[src/rtl/rle_pkg.sv]
// Shared types and constants for the RLE block sequencer.
// Row count per block, FSM states, default row width, perf width.
package rle_pkg;

  localparam int ROWS_PER_BLOCK = 8;
  localparam int ROW_CNT_W      = $clog2(ROWS_PER_BLOCK);
  localparam int ROW_W_DEF      = 64;
  localparam int PERF_W         = 16;

  typedef enum logic [1:0] {
    IDLE,
    STREAM,
    WAIT
  } state_t;

endpackage

[src/rtl/rle_block_sequencer_if.sv]
// Bus bundle between block sources, the sequencer and the RLE core.
// slave: sequencer side; master: environment side.
// RLE_SEQ_PERF_EN adds perf_blk_cnt / perf_stall_cnt.
interface rle_block_sequencer_if
  import rle_pkg::*;
#(
  parameter int NUM_REQ = 3,
  parameter int ROW_W   = ROW_W_DEF,
  parameter int TAG_W   = 2
);

  logic                     cfg_enable;
  logic [NUM_REQ-1:0]       req_valid;
  logic [NUM_REQ*ROW_W-1:0] req_row;
  logic [NUM_REQ-1:0]       req_ready;
  logic                     rle_ready;
  logic                     rle_done;
  logic                     rle_row_valid;
  logic [ROW_W-1:0]         rle_row;
  logic                     rle_sob;
  logic                     rle_eob;
  logic [TAG_W-1:0]         rle_tag;
  logic                     busy;
`ifdef RLE_SEQ_PERF_EN
  logic [NUM_REQ*PERF_W-1:0] perf_blk_cnt;
  logic [PERF_W-1:0]         perf_stall_cnt;

  modport slave (
    input  cfg_enable, req_valid, req_row,
    input  rle_ready, rle_done,
    output req_ready, rle_row_valid, rle_row,
    output rle_sob, rle_eob, rle_tag, busy,
    output perf_blk_cnt, perf_stall_cnt
  );

  modport master (
    output cfg_enable, req_valid, req_row,
    output rle_ready, rle_done,
    input  req_ready, rle_row_valid, rle_row,
    input  rle_sob, rle_eob, rle_tag, busy,
    input  perf_blk_cnt, perf_stall_cnt
  );
`else
  modport slave (
    input  cfg_enable, req_valid, req_row,
    input  rle_ready, rle_done,
    output req_ready, rle_row_valid, rle_row,
    output rle_sob, rle_eob, rle_tag, busy
  );

  modport master (
    output cfg_enable, req_valid, req_row,
    output rle_ready, rle_done,
    input  req_ready, rle_row_valid, rle_row,
    input  rle_sob, rle_eob, rle_tag, busy
  );
`endif

endinterface

[src/rtl/rle_rr_arbiter.sv]
// Combinational round-robin pick: first requester at or after ptr.
// Ports: req, ptr in; grant index and any_req out.
module rle_rr_arbiter
  import rle_pkg::*;
#(
  parameter int NUM_REQ = 3,
  parameter int TAG_W   = 2
) (
  input  logic [NUM_REQ-1:0] req,
  input  logic [TAG_W-1:0]   ptr,
  output logic [TAG_W-1:0]   grant,
  output logic               any_req
);

  logic [TAG_W:0] idx;
  logic           found;

  always_comb begin
    grant = '0;
    found = 1'b0;
    idx   = '0;
    for (int k = 0; k < NUM_REQ; k++) begin
      idx = {1'b0, ptr} + (TAG_W+1)'(k);
      // one conditional subtract is enough: ptr < NUM_REQ
      if (idx >= (TAG_W+1)'(NUM_REQ))
        idx = idx - (TAG_W+1)'(NUM_REQ);
      if (!found && req[idx[TAG_W-1:0]]) begin
        grant = idx[TAG_W-1:0];
        found = 1'b1;
      end
    end
  end

  assign any_req = |req;

endmodule

[src/rtl/rle_block_sequencer.sv]
// Round-robin block sequencer feeding 8-row blocks to one RLE core.
// Ports: clk, reset (sync, active-high), bus (slave modport).
// Macro RLE_SEQ_PERF_EN adds per-source block and stall counters.
module rle_block_sequencer
  import rle_pkg::*;
#(
  parameter int NUM_REQ = 3,
  parameter int ROW_W   = ROW_W_DEF,
  parameter int TAG_W   = 2
) (
  input  logic                 clk,
  input  logic                 reset,
  rle_block_sequencer_if.slave bus
);

  state_t                 state;
  state_t                 state_n;
  logic [TAG_W-1:0]       grant;
  logic [TAG_W-1:0]       ptr;
  logic [TAG_W-1:0]       arb_grant;
  logic                   any_req;
  logic [ROW_CNT_W-1:0]   row_cnt;
  logic                   is_last;
  logic                   hs;
  logic                   take;
  logic [ROW_W-1:0]       row_sel;
  logic [NUM_REQ-1:0]     ready_c;

  logic                   rv_q;
  logic [ROW_W-1:0]       row_q;
  logic                   sob_q;
  logic                   eob_q;
  logic [TAG_W-1:0]       tag_q;

  rle_rr_arbiter #(
    .NUM_REQ (NUM_REQ),
    .TAG_W   (TAG_W)
  ) u_arb (
    .req     (bus.req_valid),
    .ptr     (ptr),
    .grant   (arb_grant),
    .any_req (any_req)
  );

  always_comb begin
    row_sel = '0;
    ready_c = '0;
    for (int i = 0; i < NUM_REQ; i++) begin
      if (grant == TAG_W'(i)) begin
        row_sel = bus.req_row[i*ROW_W +: ROW_W];
        if (state == STREAM)
          ready_c[i] = 1'b1;
      end
    end
  end

  assign hs      = |(bus.req_valid & ready_c);
  assign is_last = row_cnt == ROW_CNT_W'(ROWS_PER_BLOCK-1);
  assign take    = (state == IDLE) && (state_n == STREAM);

  always_comb begin
    state_n = state;
    unique case (state)
      IDLE: begin
        if (bus.cfg_enable && bus.rle_ready && any_req)
          state_n = STREAM;
      end
      STREAM: begin
        if (hs && is_last)
          state_n = WAIT;
      end
      WAIT: begin
        if (bus.rle_done)
          state_n = IDLE;
      end
      default: state_n = IDLE;
    endcase
  end

  always_ff @(posedge clk) begin
    if (reset) begin
      state   <= IDLE;
      grant   <= '0;
      ptr     <= '0;
      row_cnt <= '0;
      rv_q    <= 1'b0;
      row_q   <= '0;
      sob_q   <= 1'b0;
      eob_q   <= 1'b0;
      tag_q   <= '0;
    end else begin
      state <= state_n;
      if (take) begin
        grant <= arb_grant;
        if (arb_grant == TAG_W'(NUM_REQ-1))
          ptr <= '0;
        else
          ptr <= arb_grant + TAG_W'(1);
      end
      rv_q  <= hs;
      sob_q <= hs && (row_cnt == '0);
      eob_q <= hs && is_last;
      if (hs) begin
        row_cnt <= is_last ? '0 : row_cnt + ROW_CNT_W'(1);
        row_q   <= row_sel;
        tag_q   <= grant;
      end
    end
  end

  assign bus.req_ready     = ready_c;
  assign bus.busy          = state != IDLE;
  assign bus.rle_row_valid = rv_q;
  assign bus.rle_row       = row_q;
  assign bus.rle_sob       = sob_q;
  assign bus.rle_eob       = eob_q;
  assign bus.rle_tag       = tag_q;

`ifdef RLE_SEQ_PERF_EN
  logic [NUM_REQ*PERF_W-1:0] blk_cnt;
  logic [PERF_W-1:0]         stall_cnt;

  always_ff @(posedge clk) begin
    if (reset) begin
      blk_cnt   <= '0;
      stall_cnt <= '0;
    end else begin
      if (state == WAIT && bus.rle_done) begin
        for (int i = 0; i < NUM_REQ; i++) begin
          if (grant == TAG_W'(i))
            blk_cnt[i*PERF_W +: PERF_W] <=
              blk_cnt[i*PERF_W +: PERF_W] + PERF_W'(1);
        end
      end
      if (state == STREAM && !hs && stall_cnt != '1)
        stall_cnt <= stall_cnt + PERF_W'(1);
    end
  end

  assign bus.perf_blk_cnt   = blk_cnt;
  assign bus.perf_stall_cnt = stall_cnt;
`endif

endmodule

[src/flat_wrapper.sv]
// flat-port wrapper written by rule: the top's interface ports become plain ports
module rle_block_sequencer_flat import rle_pkg::*;
#(
  parameter int NUM_REQ = 3,
  parameter int ROW_W   = ROW_W_DEF,
  parameter int TAG_W   = 2
)
  (clk, reset, bus_cfg_enable, bus_req_valid, bus_req_row, bus_rle_ready, bus_rle_done, bus_req_ready, bus_rle_row_valid, bus_rle_row, bus_rle_sob, bus_rle_eob, bus_rle_tag, bus_busy);
  rle_block_sequencer_if #(.NUM_REQ(NUM_REQ), .ROW_W(ROW_W), .TAG_W(TAG_W)) bus_i ();
  input  logic clk;
  input  logic reset;
  input wire logic [$bits(bus_i.cfg_enable)-1:0] bus_cfg_enable;
  input wire logic [$bits(bus_i.req_valid)-1:0] bus_req_valid;
  input wire logic [$bits(bus_i.req_row)-1:0] bus_req_row;
  input wire logic [$bits(bus_i.rle_ready)-1:0] bus_rle_ready;
  input wire logic [$bits(bus_i.rle_done)-1:0] bus_rle_done;
  output wire logic [$bits(bus_i.req_ready)-1:0] bus_req_ready;
  output wire logic [$bits(bus_i.rle_row_valid)-1:0] bus_rle_row_valid;
  output wire logic [$bits(bus_i.rle_row)-1:0] bus_rle_row;
  output wire logic [$bits(bus_i.rle_sob)-1:0] bus_rle_sob;
  output wire logic [$bits(bus_i.rle_eob)-1:0] bus_rle_eob;
  output wire logic [$bits(bus_i.rle_tag)-1:0] bus_rle_tag;
  output wire logic [$bits(bus_i.busy)-1:0] bus_busy;
  assign bus_i.cfg_enable = bus_cfg_enable;
  assign bus_i.req_valid = bus_req_valid;
  assign bus_i.req_row = bus_req_row;
  assign bus_i.rle_ready = bus_rle_ready;
  assign bus_i.rle_done = bus_rle_done;
  assign bus_req_ready = bus_i.req_ready;
  assign bus_rle_row_valid = bus_i.rle_row_valid;
  assign bus_rle_row = bus_i.rle_row;
  assign bus_rle_sob = bus_i.rle_sob;
  assign bus_rle_eob = bus_i.rle_eob;
  assign bus_rle_tag = bus_i.rle_tag;
  assign bus_busy = bus_i.busy;
  rle_block_sequencer #(.NUM_REQ(NUM_REQ), .ROW_W(ROW_W), .TAG_W(TAG_W)) u_core (.clk(clk), .reset(reset), .bus(bus_i));
endmodule
[config.mk]
export PLATFORM = sky130hd
export DESIGN_NAME = rle_block_sequencer_flat
export DESIGN_NICKNAME = d
export VERILOG_FILES = /design/src/rtl/rle_pkg.sv /design/src/rtl/rle_block_sequencer_if.sv /design/src/rtl/rle_rr_arbiter.sv /design/src/rtl/rle_block_sequencer.sv /design/src/flat_wrapper.sv
export SDC_FILE = /design/constraint.sdc
export NUM_CORES = 1
export LEC_CHECK = 0
export BUFFER_PORTS_ARGS = -buffer_cell sky130_fd_sc_hd__buf_2
export CAP_MARGIN = 10
export CORE_MARGIN = 10
export CORE_UTILIZATION = 45
export DETAILED_ROUTE_END_ITERATION = 6
export PLACE_DENSITY = 0.84
export SETUP_SLACK_MARGIN = 0.5
export SLEW_MARGIN = 20
export SYNTH_ARGS = -nofsm -noshare
export SYNTH_HDL_FRONTEND = slang
export SYNTH_SLANG_ARGS = --single-unit
[constraint.sdc]
create_clock -name clk -period 4.2 [get_ports clk]
set_input_delay 1.05 -clock clk [delete_from_list [all_inputs] [get_ports clk]]
set_output_delay 1.05 -clock clk [all_outputs]
set_load 0.02 [all_outputs]
==> results.md <==
- Routed Wire Length: 16600 um
- Mux contribution to synthesized area: 14.9%
- Period utilisation layout: 72.5%
- Largest net degree at the start of global routing: 72
- GR Util met2: 38.4%
- FF-to-FF Start: u_core.grant[0]
- Largest family of logic cells by synthesized area: compound AO/OA/AOI/OAI gates
- Lkg Pwr: 2.69 nW
- CTS tree: built
- Avg WL per Cell: 18.4 um
- DP Wirelength: 12900 um
- Crit-path slowest cell: dfxtp_4
- Syn_area_per_cell: 8.66 um^2
- Total negative slack: 0 ns
- GRT Total Usage: 21.4%
- DR vias/cell: 5.44
- Hold EP: u_core.bus.rle_sob
- Required time of the critical path: 3.15 ns
- Remaining Overflow, GRT: 0
- Crit start category: register
- Critical R2R Capture: u_core.bus.rle_row[2]
- Synth Net Count: 738
- Peak supply drop: 0.190 mV
- Worst-path clk slew: 0.08 ns
- Clk root buf: clkbuf_8
- Max Buffers Root-to-Sink: 2
- First-pass DRT Iterations: 5
- # placed instances: 890
- Leading cell types in the layout, fill and taps excluded: buf_2, a21oi_1, dfxtp_1
- CP endpoint kind: primary output
- Vias in the first global route: 5233
- Hold path startpoint: u_core.row_cnt[2]
- CP Max Fanout: 35
- Syn. warnings: 0
- Post-Layout Cell Count: 906
- Post-synth EDFFs: 0
- Max Clk Rate: 328 MHz
- Area of the core: 9860 um^2
- Post-route DRC: 0
- #FFs+latches synth: 78
- Antenna cells: 0
- Setup Skew: 0.00698 ns
- Commonest non-fill, non-tap cell in the layout: buf_2
- Hold Path Class: reg2reg
- Status: complete, no violations
- # port buffers: 272
- XOR/XNOR share of the synthesized area: 0%
- Cts repair resizes: 0
- Synthesized area: 4610 um^2
- Via count: 4932
- Num CTS Buffers: 9
- RSZ-0062 raised after global routing: no
- Final net count: 974
- Max-cap violation count: 0
- Synth-to-Final Area Change: 33.8%
- Setup CP Type: reg2out
- Main synth FF type: dfxtp_1
- Min cycle time layout: 3.05 ns
- Fin. Hold Viols: 0
- Dpl ws: 1.21 ns
- Skew-Pair Late Insertion Delay: 0.35 ns
- Final WS setup: 1.15 ns
- R2R cell count: 5
- Initial antenna violation count: 0
- Worst hold stages: 1
- Syn Inst Count: 532
- Die area: 14700 um^2
- Post-synthesis compound-gate area fraction: 33.0%
- Adder-Cell Fraction of Synth Area: 1.63%
- Post-CTS setup buffer count: 0
- Most Crowded Layer GR: met2
- Placer Congestion: 0.883
- Met1 Use GR: 22.8%
- Simple-gate share of the synthesized area: 10.6%
- Yosys cell types: 36
- CP cell instances: and2b_2 -> and2_1 -> buf_2
- Final antenna-violating net count: 0
- Die width: 121 um
- DR iter-0 viols: 363
- Slew @ Worst Pin: 0.776 ns
- Worst path max stage delay: 0.72 ns
- I/O Pins: 273
- H-tree depth: 3
- Hold-fix buffers, CTS: 0
- R2R Setup Slk: 1.50 ns
- Seq/Total Area, Yosys: 33.9%
- Power per cell area: 318 nW/um^2
- First-pass GRT wire length: 26000 um
- Initial Util: 46.7%
- Sink Count: 78
- Core Rows: 36
- Slew HR: 48.2%
- Layout cells sized above 1: 45.8%
- Die height: 121 um
- Pins over their slew limit: 0
- Final setup viols: 0
- Arr. time, crit path: 2.00 ns
- M3 GR Usage: 6.24%
- Asr flop ratio synth: 0%
final cells by class:
type | instances | area, um^2
Clock inverter | 4 | 45.0
Multi-Input combinational cell | 391 | 2770
Tap cell | 133 | 166
Inverter | 8 | 30.0
Sequential cell | 78 | 1570
Clock buffer | 12 | 155
Timing Repair Buffer | 280 | 1420
Fill cell | 834 | 3700
state kept, by name (all words and copies together) (netlist names):
name / count
u_core.row_cnt: 3
u_core.bus.rle_row: 64
u_core.bus.rle_tag: 2
u_core.bus.rle_sob: 1
u_core.state: 2
u_core.bus.rle_eob: 1
u_core.bus.rle_row_valid: 1
u_core.grant: 2
u_core.ptr: 2
metal layers:
metal  part of all wire (%)  vias up  routed length (um)
met5                      0        -                   0
met4                    2.8        0                 473
met3                    8.1       32                1350
met2                     50      222                8400
met1                     39     2275                6420
li1                       -     2403                   -
synth_stat cells (2+ instances only):
cell type	count	area, um^2
a21oi_1	134	671
dfxtp_1	78	1560
nor2_1	71	267
mux2i_1	65	651
a211oi_2	50	626
buf_2	28	140
clkbuf_1	22	82.6
a211oi_1	15	113
nor3_1	10	50.1
inv_1	8	30.0
ha_1	6	75.1
nand2_1	5	18.8
nor2b_1	4	25.0
o21ai_0	4	20.0
buf_1	3	11.3
nand2b_1	3	18.8
nor3b_1	3	22.5
buf_4	2	15.0
nand3_1	2	10.0
nand4_1	2	12.5
nor4b_1	2	17.5
cell families (layout without fill, tap and decap cells):
kind of cell / Yosys count / after routing
adders and majority gates: 6 / 6
and+or+nand+nor: 108 / 108
buffers and inverters: 63 / 304
DFF: 78 / 78
muxes: 67 / 67
AOI/OAI and AO/OA: 210 / 210
per-stage QoR:
stage / instance area [um^2] / power, mW / hold WS (ns) / utilization (%)
6_report: 6160 / 1.96 / 0.471 / 62.5
5_1_grt: 6160 / 2.05 / 0.510 / 62.5
4_1_cts: 6160 / 1.97 / 0.470 / 62.5
3_5_place_dp: 5960 / 1.40 / 0.451 / 60.4
3_3_place_gp: 5960 / 1.38 / 0.440 / 60.4
2_1_floorplan: 4610 / 1.20 / 0.422 / -
where the power goes:
part | total, mW | switching, mW | internal (mW) | leakage, nW
Combinational | 0.570 | 0.340 | 0.230 | 1.95
Sequential | 0.817 | 0.0346 | 0.783 | 0.636
Clock | 0.570 | 0.265 | 0.304 | 0.106
worst max-delay path: cells and delay by family, from the launching register on:
kind / cells / cell delay [ns]
and+or+nand+nor: 2 / 0.77
DFF: 1 / 0.72
buffers and inverters: 1 / 0.16
how the worst max path moves through the flow:
| stage | end | slack (ns) | start |
|---|---|---|---|
| final | bus_req_ready[2] | 1.15 | u_core.grant[0] |
| after global routing | bus_req_ready[2] | 1.02 | u_core.grant[0] |
| after CTS | bus_req_ready[2] | 1.11 | u_core.grant[0] |
| after detailed placement | u_core.bus.rle_row[6] | 1.21 | bus_req_valid[1] |
| after global placement | u_core.bus.rle_row[5] | 1.34 | bus_req_valid[1] |
| after floorplan | bus_req_ready[1] | 1.71 | u_core.grant[0] |
Power figures use the tool's default switching activity.
